**src/rtl/ifetch_queue.sv**
```systemverilog
// Instruction-fetch queue: issues word reads from the upstream PC, buffers in-order responses with their
// fetch PC for decode, flushes on jumps. Optional perf counters under `IFQ_PERF_COUNTERS_EN.
module ifetch_queue #(
  parameter int unsigned DEPTH    = 4,
  parameter logic [31:0] RESET_PC = 32'h0000_3000
) (
  input  logic        clock,
  input  logic        reset,
  input  logic [31:0] pcValue,
  input  logic        jumpEnabled,
  input  logic [31:0] jumpInput,
  output logic        pcHold,
  output logic        imemReq,
  output logic [31:0] imemAddr,
  input  logic        imemRvalid,
  input  logic [31:0] imemRdata,
  output logic        instValid,
  output logic [31:0] instData,
  output logic [31:0] instPc,
  input  logic        decodeReady,
  output logic [15:0] flushCount,
  output logic [15:0] holdCount
);
  localparam int unsigned AW = $clog2(DEPTH);
  localparam int unsigned CW = AW + 1;
  localparam logic [CW-1:0] DEPTH_C = CW'(DEPTH);

  // Handshakes: imemReq is a one-word request taken the cycle it is high (no ready);
  // imemRvalid returns data in request order; decode takes the head when instValid && decodeReady.

  logic [CW-1:0] count_q, count_d;
  logic [CW-1:0] inflight_q, inflight_d;
  logic [CW-1:0] discard_q, discard_d;
  logic [AW-1:0] q_wptr_q, q_rptr_q;
  logic [AW-1:0] a_wptr_q, a_rptr_q;
  logic [31:0]   q_data_q [DEPTH];
  logic [31:0]   q_pc_q   [DEPTH];
  logic [31:0]   a_addr_q [DEPTH];

  logic credit_ok, issue, rsp, keep, pop;

  // Anything queued or still in flight holds a slot, so a response can never find the queue full.
  assign credit_ok = (count_q + inflight_q) < DEPTH_C;
  assign imemAddr  = {pcValue[31:2], 2'b00};
  assign imemReq   = !reset && !jumpEnabled && credit_ok;
  assign pcHold    = !jumpEnabled && !credit_ok;

  assign instValid = (count_q != '0);
  assign instData  = instValid ? q_data_q[q_rptr_q] : '0;
  assign instPc    = instValid ? q_pc_q[q_rptr_q]   : '0;

  assign issue = imemReq;
  assign rsp   = imemRvalid && (inflight_q != '0);
  assign keep  = rsp && (discard_q == '0) && !jumpEnabled;
  assign pop   = instValid && decodeReady && !jumpEnabled;

  always_comb begin
    inflight_d = inflight_q + CW'(issue) - CW'(rsp);
    count_d    = count_q + CW'(keep) - CW'(pop);
    discard_d  = discard_q;
    if (rsp && (discard_q != '0)) discard_d = discard_q - 1'b1;
    if (jumpEnabled) begin
      // Everything still outstanding after this edge belongs to the old stream.
      count_d   = '0;
      discard_d = inflight_q - CW'(rsp);
    end
  end

  always_ff @(posedge clock or posedge reset) begin
    if (reset) begin
      count_q    <= '0;
      inflight_q <= '0;
      discard_q  <= '0;
      q_wptr_q   <= '0;
      q_rptr_q   <= '0;
      a_wptr_q   <= '0;
      a_rptr_q   <= '0;
    end else begin
      count_q    <= count_d;
      inflight_q <= inflight_d;
      discard_q  <= discard_d;
      if (issue) a_wptr_q <= a_wptr_q + 1'b1;
      if (rsp)   a_rptr_q <= a_rptr_q + 1'b1;
      if (jumpEnabled) begin
        q_wptr_q <= '0;
        q_rptr_q <= '0;
      end else begin
        if (keep) q_wptr_q <= q_wptr_q + 1'b1;
        if (pop)  q_rptr_q <= q_rptr_q + 1'b1;
      end
    end
  end

  // Storage needs no reset: reads are gated by count/inflight.
  always_ff @(posedge clock) begin
    if (issue) a_addr_q[a_wptr_q] <= imemAddr;
    if (keep) begin
      q_data_q[q_wptr_q] <= imemRdata;
      q_pc_q[q_wptr_q]   <= a_addr_q[a_rptr_q];
    end
  end

`ifdef IFQ_PERF_COUNTERS_EN
  logic [15:0] flush_cnt_q, hold_cnt_q;

  always_ff @(posedge clock or posedge reset) begin
    if (reset) begin
      flush_cnt_q <= '0;
      hold_cnt_q  <= '0;
    end else begin
      if (jumpEnabled && (flush_cnt_q != 16'hFFFF)) flush_cnt_q <= flush_cnt_q + 1'b1;
      if (pcHold && (hold_cnt_q != 16'hFFFF))       hold_cnt_q  <= hold_cnt_q + 1'b1;
    end
  end

  assign flushCount = flush_cnt_q;
  assign holdCount  = hold_cnt_q;
`else
  assign flushCount = '0;
  assign holdCount  = '0;
`endif

  // Redirect target and RESET_PC are consumed by the PC stage, not here.
  logic unused_ok;
  assign unused_ok = ^{jumpInput, RESET_PC, pcValue[1:0]};

endmodule

```
**config.mk**
```make
export PLATFORM = sky130hd
export DESIGN_NAME = ifetch_queue
export DESIGN_NICKNAME = d
export VERILOG_FILES = /design/src/rtl/ifetch_queue.sv
export SDC_FILE = /design/constraint.sdc
export NUM_CORES = 1
export LEC_CHECK = 0
export BUFFER_PORTS_ARGS = -buffer_cell sky130_fd_sc_hd__buf_2
export CAP_MARGIN = 10
export CORE_MARGIN = 2
export CORE_UTILIZATION = 51
export CTS_CLUSTER_SIZE = 30
export DETAILED_ROUTE_END_ITERATION = 7
export HOLD_SLACK_MARGIN = 0.05
export PLACE_DENSITY = 0.74
export SYNTH_ARGS = -nofsm -noshare
export SYNTH_HDL_FRONTEND = slang
export SYNTH_SLANG_ARGS = --single-unit
```
**constraint.sdc**
```tcl
create_clock -name clock -period 3.3 [get_ports clock]
set_clock_uncertainty 0.15 [all_clocks]
set_input_delay 0.165 -clock clock [delete_from_list [all_inputs] [get_ports clock]]
set_output_delay 0.165 -clock clock [all_outputs]
set_load 0.01 [all_outputs]
```
==> results of run 1 <==
metrics by stage:
| step | cells | hold WS (ns) | utilization, % |
|---|---|---|---|
| final | 1365 | 0.1770 | 61.73 |
| after detailed placement | 1232 | 0.1906 | 55.24 |
| after floorplan | 757 | -0.05893 | - |
| after global placement | 1232 | 0.1802 | 55.24 |
| after global routing | 1365 | 0.2580 | 61.73 |
| after CTS | 1365 | 0.1769 | 61.73 |
path summary, 6_finish.rpt:
path	start	to	slack, ns	depth (start not counted)
setup / recovery	q_rptr_q[0]	instData[31]	0.48	4
hold reg to reg	a_wptr_q[1]	a_wptr_q[1]	0.42	1
hold / removal	reset	discard_q[1]	0.18	3
min in group clock	pcValue[28]	a_addr_q[2][26]	0.26	2
max in group asynchronous	reset	q_rptr_q[0]	2.31	3
setup reg to reg	inflight_q[1]	inflight_q[2]	0.70	8
cells in the mapped netlist, drive strengths merged, types with 4 or more instances:
| cell type | instances |
|---|---|
| buf | 80 |
| clkbuf | 15 |
| and2 | 71 |
| dfrtp | 17 |
| nand2 | 4 |
| inv | 15 |
| xor2 | 6 |
| mux4 | 92 |
| edfxtp | 368 |
| ha | 17 |
| xnor2 | 9 |
| nor2 | 7 |
per-layer routing:
layer | GRT usage, % | vias up
li1 | - | 3196
met1 | 23.25 | 3612
met2 | 30.03 | 208
met3 | 2.384 | 51
met4 | 6.164 | 0
met5 | 0 | -
power breakdown:
group / switching, mW / internal, mW
clock: 1.74 / 2.55
sequential: 0.228 / 5.93
combinational: 1.71 / 1.52
total: 3.68 / 10.0
logic make-up after synthesis:
family	after synthesis	synth area share [%]
flops	385	75.37
buf+inv	110	4.429
mux	95	13.81
simple gates	91	3.591
fa+ha+maj	19	1.660
xor+xnor	15	0.8628
compound gates	6	0.2547
other cells	1	0.02463
registers in the layout, summed over array words and instances (netlist names):
signal      cells
a_addr_q      120
a_rptr_q        2
a_wptr_q        2
count_q         3
discard_q       3
inflight_q      3
q_data_q      128
q_pc_q        120
q_rptr_q        2
q_wptr_q        2
repair_timing:
action | 4_1_cts | 5_1_grt
hold endpoints to repair | 280 | 0
setup buffers | 0 | 0
gates resized for setup | 0 | 0
hold buffers | 66 | 0
worst max-delay path, stage by stage, from the launching register on:
cell                      delay (ns)
sky130_fd_sc_hd__dfrtp_4        0.66
sky130_fd_sc_hd__buf_4          0.43
sky130_fd_sc_hd__mux4_2         0.54
sky130_fd_sc_hd__and2_1         0.19
sky130_fd_sc_hd__buf_2          0.14
area by class of cell:
cell class	instances	area (um^2)
Sequential cell	385	11480
Fill cell	2036	11280
Multi-Input combinational cell	262	3219
Timing Repair Buffer	246	1697
Clock buffer	42	987.2
Tap cell	390	488.0
Clock inverter	25	267.8
Inverter	15	56.30
==> run metrics, run 1 <==
layout overhead on the synthesized area 19.52%; grt ovf 0; worst setup slack after placement 0.6892 ns; post-synthesis sequential area ratio 75.37%; Worst Setup Path Type reg -> out; Vias/cell 5.177; Setup Viol. Count Final 0; placement-stage cell area 16280 um^2; top metal layer carrying routed signals met4; Nets 1068; power density over the cells 751.6 nW/um^2; RSZ-0062 raised after global routing false; DRT Wirelength 26760 um; crit path capture type primary output; drc violations 0; total clock buffers created by CTS 38; number of antenna repair diodes 0; CTS H-tree lvls 2; critical path required time 2.98 ns; count of boundary I/O pins 232; commonest non-fill, non-tap cell in the layout sky130_fd_sc_hd__edfxtp_1; leakage power total 6.411 nW; detailed-router iteration count before antenna repair 5; number of nets with antenna violations after detailed routing 0; Die Outline Area 31250 um^2; cells after synthesis 722; run status finished clean; detailed placer's ending HPWL 15840 um; kind of start point of the critical path flip-flop; TritonCTS clock tree yes; post-synth top area share 72.57%; cell types occupying the most area after synthesis sky130_fd_sc_hd__edfxtp_1, sky130_fd_sc_hd__mux4_2, sky130_fd_sc_hd__buf_4; vertical extent of the die 176.8 um; final clock period utilization by the worst path 85.60%; metal3 WL 1363 um; Global Route Usage Sum 17.52%; Worst Slack Setup Final 0.4752 ns; commonest cells after routing, fill and taps aside sky130_fd_sc_hd__edfxtp_1, sky130_fd_sc_hd__buf_2, sky130_fd_sc_hd__mux4_2, sky130_fd_sc_hd__and2_1, sky130_fd_sc_hd__dlygate4sd3_1; count of input and output buffers 161; overall power 13.68 mW; Yosys Warn Count 0; worst IR drop on VDD 0.3927 mV; hold violation total from the final report 0; Std-Cell Core Area 29480 um^2; share of cells above drive strength 1 34.67%; clock latency on the worst-skew pair 0.52 ns; pin count of the biggest net entering global routing 65; final critical delay including setup and external delays 2.825 ns; sink count of the clock tree 385; CP Data Arrival Time 2.51 ns; clock transition at the register clock pins on the worst setup and hold paths after CTS 0.06 ns; DRT met1 WL 11070 um; total via count after detailed routing 7067; number of global-route vias before repair 7445; cell type contributing the most total cell area after synthesis sky130_fd_sc_hd__edfxtp_1; row count 63; root buffer cell sky130_fd_sc_hd__clkbuf_16; number of antenna violations at the first check in global routing 0; total standard cell area after synthesis 15230 um^2; Crit Path Max Fanout 18; Initial DRC Count 371; EDFF count, synth 368; Pins Over Slew Limit 0; final setup TNS 0 ns; wire length of the first global-routing pass 41500 um; count of cell types in the netlist 28; largest buffer count on any clock path 3; class of the tightest hold or removal check in -> async; post-DR wirelength/cell 19.60 um; FF+latch count, synth 385; Initial Utilization 51.65%; primary flip-flop cell chosen by synthesis mapping sky130_fd_sc_hd__edfxtp_1; Rel. slew slack 54.48%; routed wire length on met2 13590 um; Max Freq 354.0 MHz; FFs w/ async S/R, synth 4.416%; syn avg cell area 21.09 um^2; actual slew at the worst max-slew pin 0.6821 ns; final cell area excluding filler cells 18200 um^2; MaxCap Viol Count 0; GPL Wtd Cong 0.7150; width of the die 176.8 um
Note: power is estimated with default switching activity, not from simulation.
==> run 2: changes to the inputs <==
Settings changed: RECOVER_POWER set to 50.
==> run 2 against run 1 <==
- sequential share of layout area increased by 0.57 points
- flip-flop and latch count unchanged
- non-clock buffer count unchanged
==> run metrics, run 2 (same netlist as run 1, synthesis figures left out) <==
GPL Wtd Cong 0.7150 (unchanged); leakage power total 6.142 nW (-4.2%); category of cells accounting for the largest share of critical-path delay simple AND/OR/NAND/NOR gates; commonest non-fill, non-tap cell in the layout sky130_fd_sc_hd__edfxtp_1; commonest cells after routing, fill and taps aside sky130_fd_sc_hd__edfxtp_1, sky130_fd_sc_hd__clkbuf_1, sky130_fd_sc_hd__mux4_2, sky130_fd_sc_hd__buf_2; Worst Setup Path Type reg -> reg; total clock buffers created by CTS 38 (unchanged); grt ovf 0 (unchanged); detailed placer's ending HPWL 15840 um (unchanged); crit path capture type flip-flop; Die Outline Area 31250 um^2 (unchanged); buffering stage count on the worst path with inverters included 1 (-1); run status finished clean; width of the die 176.8 um (unchanged); final setup TNS 0 ns (unchanged); vertical extent of the die 176.8 um (unchanged); layout overhead on the synthesized area 18.44%; total via count after detailed routing 7072 (+0.071%); critical path required time 3.32 ns (+0.34 ns); Largest register FFs 128 (unchanged); endpoint of the most critical register-to-register path a_addr_q[0][7]; ordered cell list for the critical path ha_1, a31oi_1, xnor2_1, nor3_1, and2_1, buf_4; Setup Viol. Count Final 0 (unchanged); detailed-router iteration count before antenna repair 5 (unchanged); Std-Cell Core Area 29480 um^2 (unchanged); largest registers ranked by flip-flop count q_data_q: 128 flops, a_addr_q: 120 flops, q_pc_q: 120 flops; library cell contributing the largest single delay on the critical path sky130_fd_sc_hd__nor3_1; largest buffer count on any clock path 3 (unchanged); share of cells above drive strength 1 24.82% (-9.8 points); peak per-stage delay on the critical path 0.69 ns (+0.03 ns); class of the tightest hold or removal check in -> async; CP Data Arrival Time 2.95 ns (+0.44 ns); root buffer cell sky130_fd_sc_hd__clkbuf_16; count of boundary I/O pins 232 (unchanged); Initial DRC Count 376 (+1.3%); Max Freq 341.0 MHz (-3.7%); largest register by flop count q_data_q; DRT Wirelength 26610 um (-0.54%); worst IR drop on VDD 0.3935 mV (+0.20%); number of global-route vias before repair 7445 (unchanged); Global Route Usage Sum 17.52% (unchanged); overall power 13.62 mW (-0.44%); Register-to-Register Setup Slack 0.37 ns (-0.33 ns); final clock period utilization by the worst path 88.87% (+3.3 points); TritonCTS clock tree yes; kind of start point of the critical path flip-flop; MaxCap Viol Count 0 (unchanged); row count 63 (unchanged); Nets 1068 (unchanged); FF-to-FF path depth 6 (-2); Pins Over Slew Limit 0 (unchanged); Rel. slew slack 28.47% (-26 points); final critical delay including setup and external delays 2.933 ns (+0.1079 ns); clock transition at the register clock pins on the worst setup and hold paths after CTS 0.06 ns (about the same); power density over the cells 755.1 nW/um^2 (+0.47%); count of input and output buffers 161 (unchanged); number of antenna repair diodes 0 (unchanged); hold violation total from the final report 0 (unchanged); number of nets with antenna violations after detailed routing 0 (unchanged); Vias/cell 5.181 (about the same); drc violations 0 (unchanged); Crit Path Max Fanout 30 (+12); sink count of the clock tree 385 (unchanged); buffers inserted by post-CTS timing repair 0 (unchanged); worst reg2reg startpoint count_q[1]; clock latency on the worst-skew pair 0.52 ns (about the same); CTS H-tree lvls 2 (unchanged); wire length of the first global-routing pass 41500 um (unchanged); RSZ-0062 raised after global routing false; number of antenna violations at the first check in global routing 0 (unchanged); Initial Utilization 51.65% (unchanged); pin count of the biggest net entering global routing 65 (unchanged); post-DR wirelength/cell 19.50 um (-0.54%); actual slew at the worst max-slew pin 1.073 ns (+0.3909 ns)
==> run 2: cell count changes in the layout (fill, tap and decap cells not counted), sizes merged <==
cell	before	now
clkbuf	42	137
buf	180	85
==> run 2: how the worst max path moves through the flow <==
stage	startpoint	to	slack, ns	depth (start not counted)
2_1_floorplan	discard_q[0]	q_data_q[1][0]	0.23	5
3_3_place_gp	inflight_q[1]	inflight_q[2]	0.73	8
3_5_place_dp	inflight_q[1]	inflight_q[2]	0.69	8
4_1_cts	q_rptr_q[0]	instData[31]	0.39	4
5_1_grt	count_q[1]	a_addr_q[0][7]	0.16	6
6_report	count_q[1]	a_addr_q[0][7]	0.37	6
==> run 2: power by group <==
group | internal [mW] | leakage [nW] | switching [mW]
combinational | 1.47 | 2.01 | 1.70
sequential | 5.93 | 3.52 | 0.222
clock | 2.55 | 0.613 | 1.74
==> run 2: metal layers <==
metal	global-route usage [%]	part of all wire, %
met1	23.25	41
met2	30.03	51
met3	2.384	5.2
met4	6.164	2.8
met5	0	0
==> run 2: stage by stage <==
step / cell area (um^2) / hold slack (ns) / instances / util (%) / setup WS, ns
final: 18030 / 0.1453 / 1365 / 61.17 / 0.3674
after global routing: 18030 / 0.2326 / 1365 / 61.17 / 0.1640
after CTS: 18200 / 0.1769 / 1365 / 61.73 / 0.3923
after detailed placement: 16280 / 0.1906 / 1232 / 55.24 / 0.6892
after global placement: 16280 / 0.1802 / 1232 / 55.24 / 0.7349
after floorplan: 15360 / -0.05893 / 757 / - / 0.2331
==> run 2: what timing repair did <==
action / in CTS / in global routing
endpoints found under the hold margin: 280 / 0
hold buffers: 66 / 0
gates resized for setup: 0 / 0
==> run 2: area by class of cell <==
| class | count | area (um^2) |
|---|---|---|
| Timing Repair Buffer | 246 | 1550 |
| Fill cell | 2107 | 11450 |
| Inverter | 15 | 56.30 |
| Tap cell | 390 | 488.0 |
| Multi-Input combinational cell | 262 | 3202 |
| Sequential cell | 385 | 11480 |
| Clock inverter | 25 | 267.8 |
| Clock buffer | 42 | 987.2 |
==> run 2: tightest hold or removal path, delay by kind of cell <==
| family | cells | cell delay [ns] |
|---|---|---|
| buffers and inverters | 3 | 1.14 |
